==> src/rtl/pattern_stream_generator.sv <==
// Serial pattern burst generator: repeats a latched pattern MSB first with idle gaps.
// Optional PSG_LFSR_FILL_EN: fill gap cycles with a 7-bit LFSR bit stream.
module pattern_stream_generator #(
   parameter int PAT_W   = 4,
   parameter int GAP_LEN = 3
) (
   input  logic             clk,
   input  logic             reset,
   input  logic             start,
   input  logic [PAT_W-1:0] pat_in,
   input  logic [3:0]       rep_in,
   output logic             seq,
   output logic             seq_valid,
   output logic             frame_start,
   output logic             busy,
   output logic             done
);

   localparam int BW = $clog2(PAT_W);
   localparam int GW = (GAP_LEN > 1) ? $clog2(GAP_LEN) : 1;

   typedef enum logic [1:0] {IDLE, SEND, GAP, FIN} state_t;

   state_t           state, state_nxt;
   logic [PAT_W-1:0] pat_q, sh_q;
   logic [3:0]       rep_q;
   logic [BW-1:0]    bit_q;
   logic [GW-1:0]    gap_q;
   logic             last_bit, last_gap, more;

   assign last_bit = (bit_q == BW'(PAT_W - 1));
   assign last_gap = (gap_q == GW'(GAP_LEN - 1));
   assign more     = (rep_q != 4'd1);

`ifdef PSG_LFSR_FILL_EN
   logic [6:0] lfsr_q;

   // x^7 + x^6 + 1, stepped only while filling a gap
   always_ff @(posedge clk) begin
      if (reset)
         lfsr_q <= 7'h5A;
      else if (state == GAP)
         lfsr_q <= {lfsr_q[5:0], lfsr_q[6] ^ lfsr_q[5]};
   end
`endif

   always_ff @(posedge clk) begin
      if (reset)
         state <= IDLE;
      else
         state <= state_nxt;
   end

   always_comb begin
      state_nxt   = state;
      seq         = 1'b0;
      seq_valid   = 1'b0;
      frame_start = 1'b0;
      busy        = 1'b1;
      done        = 1'b0;
      unique case (state)
         IDLE: begin
            busy = 1'b0;
            if (start)
               state_nxt = (rep_in == 4'd0) ? FIN : SEND;
         end
         SEND: begin
            seq         = sh_q[PAT_W-1];
            seq_valid   = 1'b1;
            frame_start = (bit_q == '0);
            if (last_bit) begin
               if (!more)
                  state_nxt = FIN;
               else if (GAP_LEN > 0)
                  state_nxt = GAP;
               else
                  state_nxt = SEND;
            end
         end
         GAP: begin
`ifdef PSG_LFSR_FILL_EN
            seq       = lfsr_q[6];
            seq_valid = 1'b1;
`endif
            if (last_gap)
               state_nxt = SEND;
         end
         FIN: begin
            done      = 1'b1;
            state_nxt = IDLE;
         end
         default: state_nxt = IDLE;
      endcase
   end

   always_ff @(posedge clk) begin
      if (reset) begin
         pat_q <= '0;
         sh_q  <= '0;
         rep_q <= '0;
         bit_q <= '0;
         gap_q <= '0;
      end else begin
         unique case (state)
            IDLE: begin
               if (start) begin
                  pat_q <= pat_in;
                  sh_q  <= pat_in;
                  rep_q <= rep_in;
                  bit_q <= '0;
                  gap_q <= '0;
               end
            end
            SEND: begin
               if (last_bit) begin
                  bit_q <= '0;
                  rep_q <= rep_q - 4'd1;
                  sh_q  <= pat_q;
               end else begin
                  bit_q <= bit_q + BW'(1);
                  sh_q  <= {sh_q[PAT_W-2:0], 1'b0};
               end
            end
            GAP: gap_q <= last_gap ? '0 : gap_q + GW'(1);
            default: ;
         endcase
      end
   end

endmodule
==> config.mk <==
export PLATFORM = sky130hd
export DESIGN_NAME = pattern_stream_generator
export DESIGN_NICKNAME = d
export VERILOG_FILES = /design/src/rtl/pattern_stream_generator.sv
export SDC_FILE = /design/constraint.sdc
export NUM_CORES = 1
export LEC_CHECK = 0
export ABC_AREA = 1
export CORE_UTILIZATION = 25
export CTS_CLUSTER_SIZE = 8
export DETAILED_ROUTE_END_ITERATION = 8
export PLACE_DENSITY = 0.48
export SLEW_MARGIN = 20
export SYNTH_ARGS = -nofsm -noshare
export SYNTH_HDL_FRONTEND = slang
export SYNTH_SLANG_ARGS = --single-unit
==> constraint.sdc <==
create_clock -name clk -period 3 [get_ports clk]
set_input_delay 0.45 -clock clk [delete_from_list [all_inputs] [get_ports clk]]
set_output_delay 0.45 -clock clk [all_outputs]
set_load 0.05 [all_outputs]
==> flow_metrics.tcl, run 1 <==
set metrics [dict create \
    grt_first_pass_wirelength_mm 3.80 \
    layout-drive-gt1-share_pct 7.41 \
    dpl.hpwl_mm 1.67 \
    synthFlopType "dfxtp_1" \
    fillers 429 \
    numCtsBuffers 3 \
    synth_nets 161 \
    ctsResizeCount 0 \
    static-leakage-power_nw 0.553 \
    drv_cap 0 \
    pre_cts_slack_ps 849 \
    dpl_cell_area_um2 1160 \
    p_per_area_nw_per_um2 915 \
    setup_violations 0 \
    final_nets 178 \
    drtIter0Drc 12 \
    cts_tree "yes" \
    setup_ws_ps 571 \
    globalRouteOverflowTotal 0 \
    vias 923 \
    worst_ep_arrival_time_ps 1980 \
    cts_sinks 18 \
    start_util_pct 26.2 \
    yosysSeqAreaShare_pct 37.4 \
    fin_cells 210 \
    die_area_um2 4110 \
    path_class "reg2out" \
    drc 0 \
    area_growth_pct 25.8 \
    synth_seq_cells 18 \
    crit_required_ps 2550 \
    outcome "completed" \
    cts-htree-levels 1 \
    ys_top_cells_by_area "dfxtp_1 (37%), nand2_1 (13%), inv_1 (8.2%), o21ai_0 (7.8%), nor2_1 (7.4%)" \
    port_buffers 15 \
    row_count 22 \
    hold_violations 0 \
    tns_ps 0 \
    synth_most_common_cell "nand2_1" \
    synth_top_area_cell "dfxtp_1" \
    antennaDiodeCount 0 \
    synth_async_sr_flop_share_pct 0 \
    syn_area_um2 965 \
    drv_slew 0 \
    clk_latency_ps 250 \
    via_per_inst 4.40 \
    postLayoutCoreUtil_pct 32.9 \
    grt_usage_pct 11.9 \
    drtAntennaViolNets 0 \
    yosysWarnings 0 \
    cp-end-kind "output pin" \
    totalPowerFinal_mw 1.11 \
    chipWidth_um 64.1 \
    avgSynthCellArea_um2 6.61 \
    wl_per_cell_um 10.7 \
    grt_max_degree 12 \
    fin_crit_ps 2430 \
    antenna_found_initial 0 \
    first_pass_iters 4 \
    gp_congestion 0.817 \
    fin_area_um2 1210 \
    core_um2 3690 \
    worstMarginPinSlew_ps 492 \
    synth_edf_count 0 \
    placed_cells 206 \
    ys_top_cells_by_count "nand2_1 (33), inv_1 (21), nor2_1 (19)" \
    synth_top_area_share_pct 37.4 \
    fmax_ghz 0.412 \
    ctsHoldBuffers 0 \
    cts_buffer_depth 2 \
    crit_fanout 11 \
    cts_setup_buffers 0 \
    die-height_um 64.1 \
    startpoint_type "register" \
    ir_drop_uv 334 \
    drt-total-wl_mm 2.24 \
    fin_hold_ws_ps 431 \
    path_clk_slew_ps 70 \
    fin_crit_sh_pct 81.0 \
    synth_cells 146 \
    maxSlewHeadroom_pct 67.1 \
    cts_root_buffer "clkbuf_8" \
    rsz0062_at_grt "no" \
    hold_path_class "reg2reg" \
    ios 16 \
    r2r_slack_ps 1560 \
    synth.distinct_cells 20 \
    grt_pass1_vias 897 \
    fin_skew_ps 1.02 \
]
-- report_power, final --
part	switching [mW]	total, mW	leakage, nW	internal [mW]
combinational	0.359	0.540	0.377	0.181
sequential	0.0620	0.372	0.148	0.310
clock	0.0818	0.198	0.0288	0.117
-- path summary, 6_finish.rpt --
check	startpoint	to	depth (start not counted)
setup / recovery	state[0]	seq	3
hold / removal	gap_q[0]	gap_q[0]	1
setup reg to reg	state[1]	sh_q[1]	8
hold reg to reg	gap_q[0]	gap_q[0]	1
-- per-layer routing --
metal / share of wire, % / track usage [%]
met1: 51 / 15.0
met3: 3.2 / 2.32
met5: 0 / 0
met4: 1.5 / 4.17
met2: 45 / 19.9
-- cell families (layout without fill, tap and decap cells) --
logic type      Yosys count  after routing  synth area share (%)
simple gates             66             66                  29.4
compound gates           31             31                  16.5
buf+inv                  26             42                  10.6
flops                    18             18                  37.4
fa+ha+maj                 4              4                  5.19
xor+xnor                  1              1                 0.908
-- sequential cells by signal (all words and copies together), names as in the netlist --
name   count
pat_q      4
gap_q      2
sh_q       4
rep_q      4
state      2
bit_q      2
-- cell type report --
cell class / count / area, µm² / area share [%]
multi-input cells: 102 / 502 / 41.3
clock buffers: 4 / 55.1 / 4.54
repair buffers: 15 / 150 / 12.4
well taps: 48 / 60.1 / 4.95
flip-flops and latches: 18 / 360 / 29.7
inverters: 23 / 86.3 / 7.11
-- cell usage in the layout (no fill, tap or decap) --
cell type	netlist	layout
clkdlybuf4s50_1	0	15
dfxtp_1	18	18
ha_1	4	4
nand2_4	1	1
nor2_1	19	19
o21ai_0	15	15
xor2_1	1	1
nand2_2	2	2
nor2_4	1	1
inv_1	21	21
inv_2	2	2
a31oi_1	1	1
clkbuf_8	0	4
a21oi_1	14	14
a211oi_1	1	1
or2_1	1	1
nor2_2	2	2
nand3_1	7	7
nand2_1	33	33
-- critical path, cell delays in order, from the launching register on --
cell             delay (ps)
dfxtp_1                 450
nand2_1                 290
nor2_1                  170
clkdlybuf4s50_1         820
Power figures use the tool's default switching activity.
==> run 2: changes to the inputs <==
Clock period 3 ns to 2.3 ns, I/O delays scaled along.
==> flow_metrics.tcl, run 2 (synthesis gave the netlist of run 1 again) <==
set metrics [dict create \
    globalRouteOverflowTotal 0 \
    via_per_inst 4.46 \
    hold_path_class "reg2reg" \
    cp_top_family "buffers and inverters" \
    first_pass_iters 4 \
    fin_skew_ps 2.30 \
    worstMarginPinSlew_ps 497 \
    final_nets 180 \
    hold_violations 0 \
    pre_cts_slack_ps 512 \
    ctsHoldBuffers 0 \
    totalPowerFinal_mw 1.46 \
    crit_required_ps 1960 \
    crit_buf_inv 2 \
    row_count 22 \
    die-height_um 64.1 \
    p_per_area_nw_per_um2 1190 \
    grt_usage_pct 12.3 \
    antenna_found_initial 0 \
    die_area_um2 4110 \
    cts_root_buffer "clkbuf_8" \
    outcome "completed" \
    ctsResizeCount 0 \
    cp-end-kind "output pin" \
    setup_violations 0 \
    path_cells "inv_2, nand2_1, clkdlybuf4s50_1" \
    drv_slew 0 \
    cts-htree-levels 1 \
    static-leakage-power_nw 0.567 \
    slowest_stage "clkdlybuf4s50_1" \
    reg.largest.list "pat_q x4, rep_q x4, sh_q x4" \
    grt_pass1_vias 892 \
    drt-total-wl_mm 2.24 \
    path_clk_slew_ps 70 \
    worst_ep_arrival_time_ps 1720 \
    clock_power_share_pct 17.6 \
    placed_cells 208 \
    fin_cells 212 \
    r2r_slack_ps 870 \
    fin_crit_sh_pct 90.0 \
    slowest_delay_ps 810 \
    vias 946 \
    setup_ws_ps 231 \
    path_class "reg2out" \
    fillers 439 \
    layout_commonest_cell "nand2_1" \
    wl_per_cell_um 10.6 \
    cts_buffer_depth 2 \
    drtAntennaViolNets 0 \
    grt_first_pass_wirelength_mm 3.83 \
    fin_hold_ws_ps 426 \
    fmax_ghz 0.483 \
    core_um2 3690 \
    p_sw_mw 0.663 \
    numCtsBuffers 3 \
    power_frac_comb_pct 49.2 \
    area_growth_pct 26.8 \
    maxSlewHeadroom_pct 66.8 \
    final_cell_mix "nand2_1 (33), inv_1 (21), nor2_1 (19)" \
    clk_latency_ps 250 \
    start_util_pct 26.2 \
    layout-drive-gt1-share_pct 9.76 \
    port_buffers 15 \
    swShare_pct 45.3 \
    tns_ps 0 \
    fin_crit_ps 2070 \
    startpoint_type "register" \
    ir_drop_uv 517 \
    dpl.hpwl_mm 1.72 \
    drtIter0Drc 43 \
    gp_congestion 0.795 \
    crit_fanout 5 \
    grt_max_degree 12 \
    antennaDiodeCount 0 \
    rsz0062_at_grt "no" \
    ios 16 \
    internal_power_mw 0.799 \
    cts_sinks 18 \
    drv_cap 0 \
    chipWidth_um 64.1 \
    power_frac_seq_pct 33.2 \
    drc 0 \
    cts_tree "yes" \
    cts_setup_buffers 0 \
]
==> run 2: cell count changes in the layout (fill, tap and decap cells not counted), sizes merged <==
cell,change
buf,+4
clkdlybuf4s50,-2
==> run 2: worst reg2reg max path, delay by kind of cell (launching register included) <==
kind	cells	cell delay, ps
flip-flops	1	460
AND/OR/NAND/NOR	5	620
buffers and inverters	3	290
==> run 2: area by class of cell <==
type / count / area [µm²] / area share (%)
Clock buffer: 4 / 55.1 / 4.50
Inverter: 23 / 86.3 / 7.06
Multi-Input combinational cell: 102 / 502 / 41.0
Sequential cell: 18 / 360 / 29.4
Tap cell: 48 / 60.1 / 4.91
Timing Repair Buffer: 17 / 160 / 13.1
==> run 2: per-stage QoR <==
stage          utilization (%)  instance area (µm²)
2_1_floorplan                -                  965
3_3_place_gp              31.7                 1170
3_5_place_dp              31.7                 1170
4_1_cts                   33.2                 1220
5_1_grt                   33.2                 1220
6_report                  33.2                 1220
==> run 2: metal layers <==
layer	wire length (µm)	GRT usage (%)	vias up
met5	0	0	-
met4	20	3.33	0
met3	70	3.75	2
met2	1050	20.2	14
met1	1100	15.5	439
li1	-	-	491
==> run 2: final timing paths <==
| check | startpoint | end | cells past startpoint |
|---|---|---|---|
| setup / recovery | state[1] | busy | 3 |
| hold / removal | gap_q[0] | gap_q[0] | 1 |
| setup reg to reg | state[1] | sh_q[1] | 8 |
| hold reg to reg | gap_q[0] | gap_q[0] | 1 |
==> run 2: power groups by stage <==
stage                     clock [mW]  sequential (mW)  combinational [mW]
after global placement             0            0.485               0.719
after CTS                      0.267            0.483               0.728
final                          0.257            0.485               0.720
after detailed placement           0            0.489               0.725
after global routing           0.282            0.500               0.807
after floorplan                    0            0.474               0.537
==> run 3: changes to the inputs <==
Settings changed: CORE_UTILIZATION 25 to 38, PLACE_DENSITY 0.48 to 0.64.
==> flow_metrics.tcl, run 3 (synthesis gave the netlist of run 1 again) <==
set metrics [dict create \
    final_nets 178 \
    static-leakage-power_nw 0.542 \
    die-height_um 52.4 \
    outcome "completed" \
    die_area_um2 2740 \
    grt_usage_pct 18.2 \
    final_cell_mix "nand2_1 (33), inv_1 (21), nor2_1 (19)" \
    ctsResizeCount 0 \
    startpoint_type "register" \
    rsz0062_at_grt "no" \
    grt_use_met3_pct 2.61 \
    totalPowerFinal_mw 1.34 \
    first_pass_iters 4 \
    ir_drop_uv 550 \
    numCtsBuffers 3 \
    drv_slew 0 \
    gp_congestion 0.739 \
    swShare_pct 47.6 \
    worst_ep_arrival_time_ps 1830 \
    start_util_pct 42.0 \
    cp-end-kind "output pin" \
    hold_violations 0 \
    drtAntennaViolNets 0 \
    use_met1_pct 24.1 \
    cts-htree-levels 1 \
    fin_skew_ps 0.977 \
    cts_tree "yes" \
    drtIter0Drc 11 \
    grt_max_degree 12 \
    ctsHoldBuffers 0 \
    met2_usage_pct 28.9 \
    reg.largest.list "pat_q x4, rep_q x4, sh_q x4" \
    globalRouteOverflowTotal 0 \
    antennaDiodeCount 0 \
    via_per_inst 4.87 \
    cts_root_buffer "clkbuf_4" \
    top_usage_layer "met2" \
    antenna_found_initial 0 \
    path_clk_slew_ps 90 \
    cts_sinks 18 \
    grt_pass1_vias 881 \
    power_frac_comb_pct 52.7 \
    fmax_ghz 0.460 \
    layout-drive-gt1-share_pct 8.07 \
    p_sw_mw 0.636 \
    cts_setup_buffers 0 \
    fin_crit_ps 2180 \
    chipWidth_um 52.4 \
    setup_violations 0 \
    core_um2 2300 \
    crit_required_ps 1960 \
    layout_commonest_cell "nand2_1" \
    clk_latency_ps 290 \
    cts_buffer_depth 2 \
    tns_ps 0 \
    p_per_area_nw_per_um2 1160 \
    grt_first_pass_wirelength_mm 3.72 \
    ios 16 \
    wl_per_cell_um 10.8 \
    fin_crit_sh_pct 94.6 \
    power_frac_seq_pct 35.9 \
    clock_power_share_pct 11.3 \
    maxSlewHeadroom_pct 67.1 \
    row_count 17 \
    vias 921 \
    dpl.hpwl_mm 1.58 \
    crit_fanout 8 \
    internal_power_mw 0.700 \
    worstMarginPinSlew_ps 491 \
    hold_path_class "reg2reg" \
    drc 0 \
    path_class "reg2out" \
    drt-total-wl_mm 2.04 \
    port_buffers 15 \
    drv_cap 0 \
    area_growth_pct 19.3 \
]
==> run 3: cell count changes in the layout (fill, tap and decap cells not counted) <==
| cell | change |
|---|---|
| clkbuf_8 | -4 |
| clkbuf_4 | +3 |
| buf_4 | -2 |
==> run 3: path summary, 6_finish.rpt <==
path / start / end / slack, ps / cells past startpoint
max: state[0] / seq_valid / 120 / 3
max reg2reg: state[1] / sh_q[1] / 850 / 8
min: gap_q[0] / gap_q[0] / 430 / 1
min reg2reg: gap_q[0] / gap_q[0] / 430 / 1
==> run 3: power by group through the flow <==
| stage | registers [mW] | logic, mW | clock network, mW |
|---|---|---|---|
| detailed placement | 0.488 | 0.704 | 0 |
| global placement | 0.484 | 0.686 | 0 |
| global route | 0.493 | 0.793 | 0.169 |
| CTS | 0.480 | 0.708 | 0.156 |
| finish | 0.480 | 0.704 | 0.151 |
| floorplan | 0.474 | 0.537 | 0 |
==> run 3: critical path: stages (launching register included) <==
cell and delay (ps):
dfxtp_1 450, inv_2 90, nor2_4 170, clkdlybuf4s50_1 830
==> run 3: area by class of cell <==
type,instances,area (µm²)
Fill cell,241,1150
Multi-Input combinational cell,102,502
Sequential cell,18,360
Timing Repair Buffer,15,145
Inverter,23,86.3
Tap cell,28,35.0
Clock buffer,3,22.5
==> run 3: metrics by stage <==
stage | hold slack, ps | setup slack (ps) | instance area, µm² | instances | utilization [%]
finish | 433 | 124 | 1150 | 189 | 50.1
global route | 471 | 28.6 | 1150 | 189 | 50.1
CTS | 432 | 110 | 1150 | 189 | 50.1
detailed placement | 419 | 437 | 1130 | 186 | 49.1
global placement | 412 | 470 | 1130 | 186 | 49.1
floorplan | 403 | 650 | 965 | 146 | -
==> run 3: metal layers <==
| metal | share of wire (%) | wire [µm] |
|---|---|---|
| met5 | 0 | 0 |
| met4 | 2.3 | 48 |
| met3 | 4.0 | 81 |
| met2 | 45 | 928 |
| met1 | 48 | 984 |
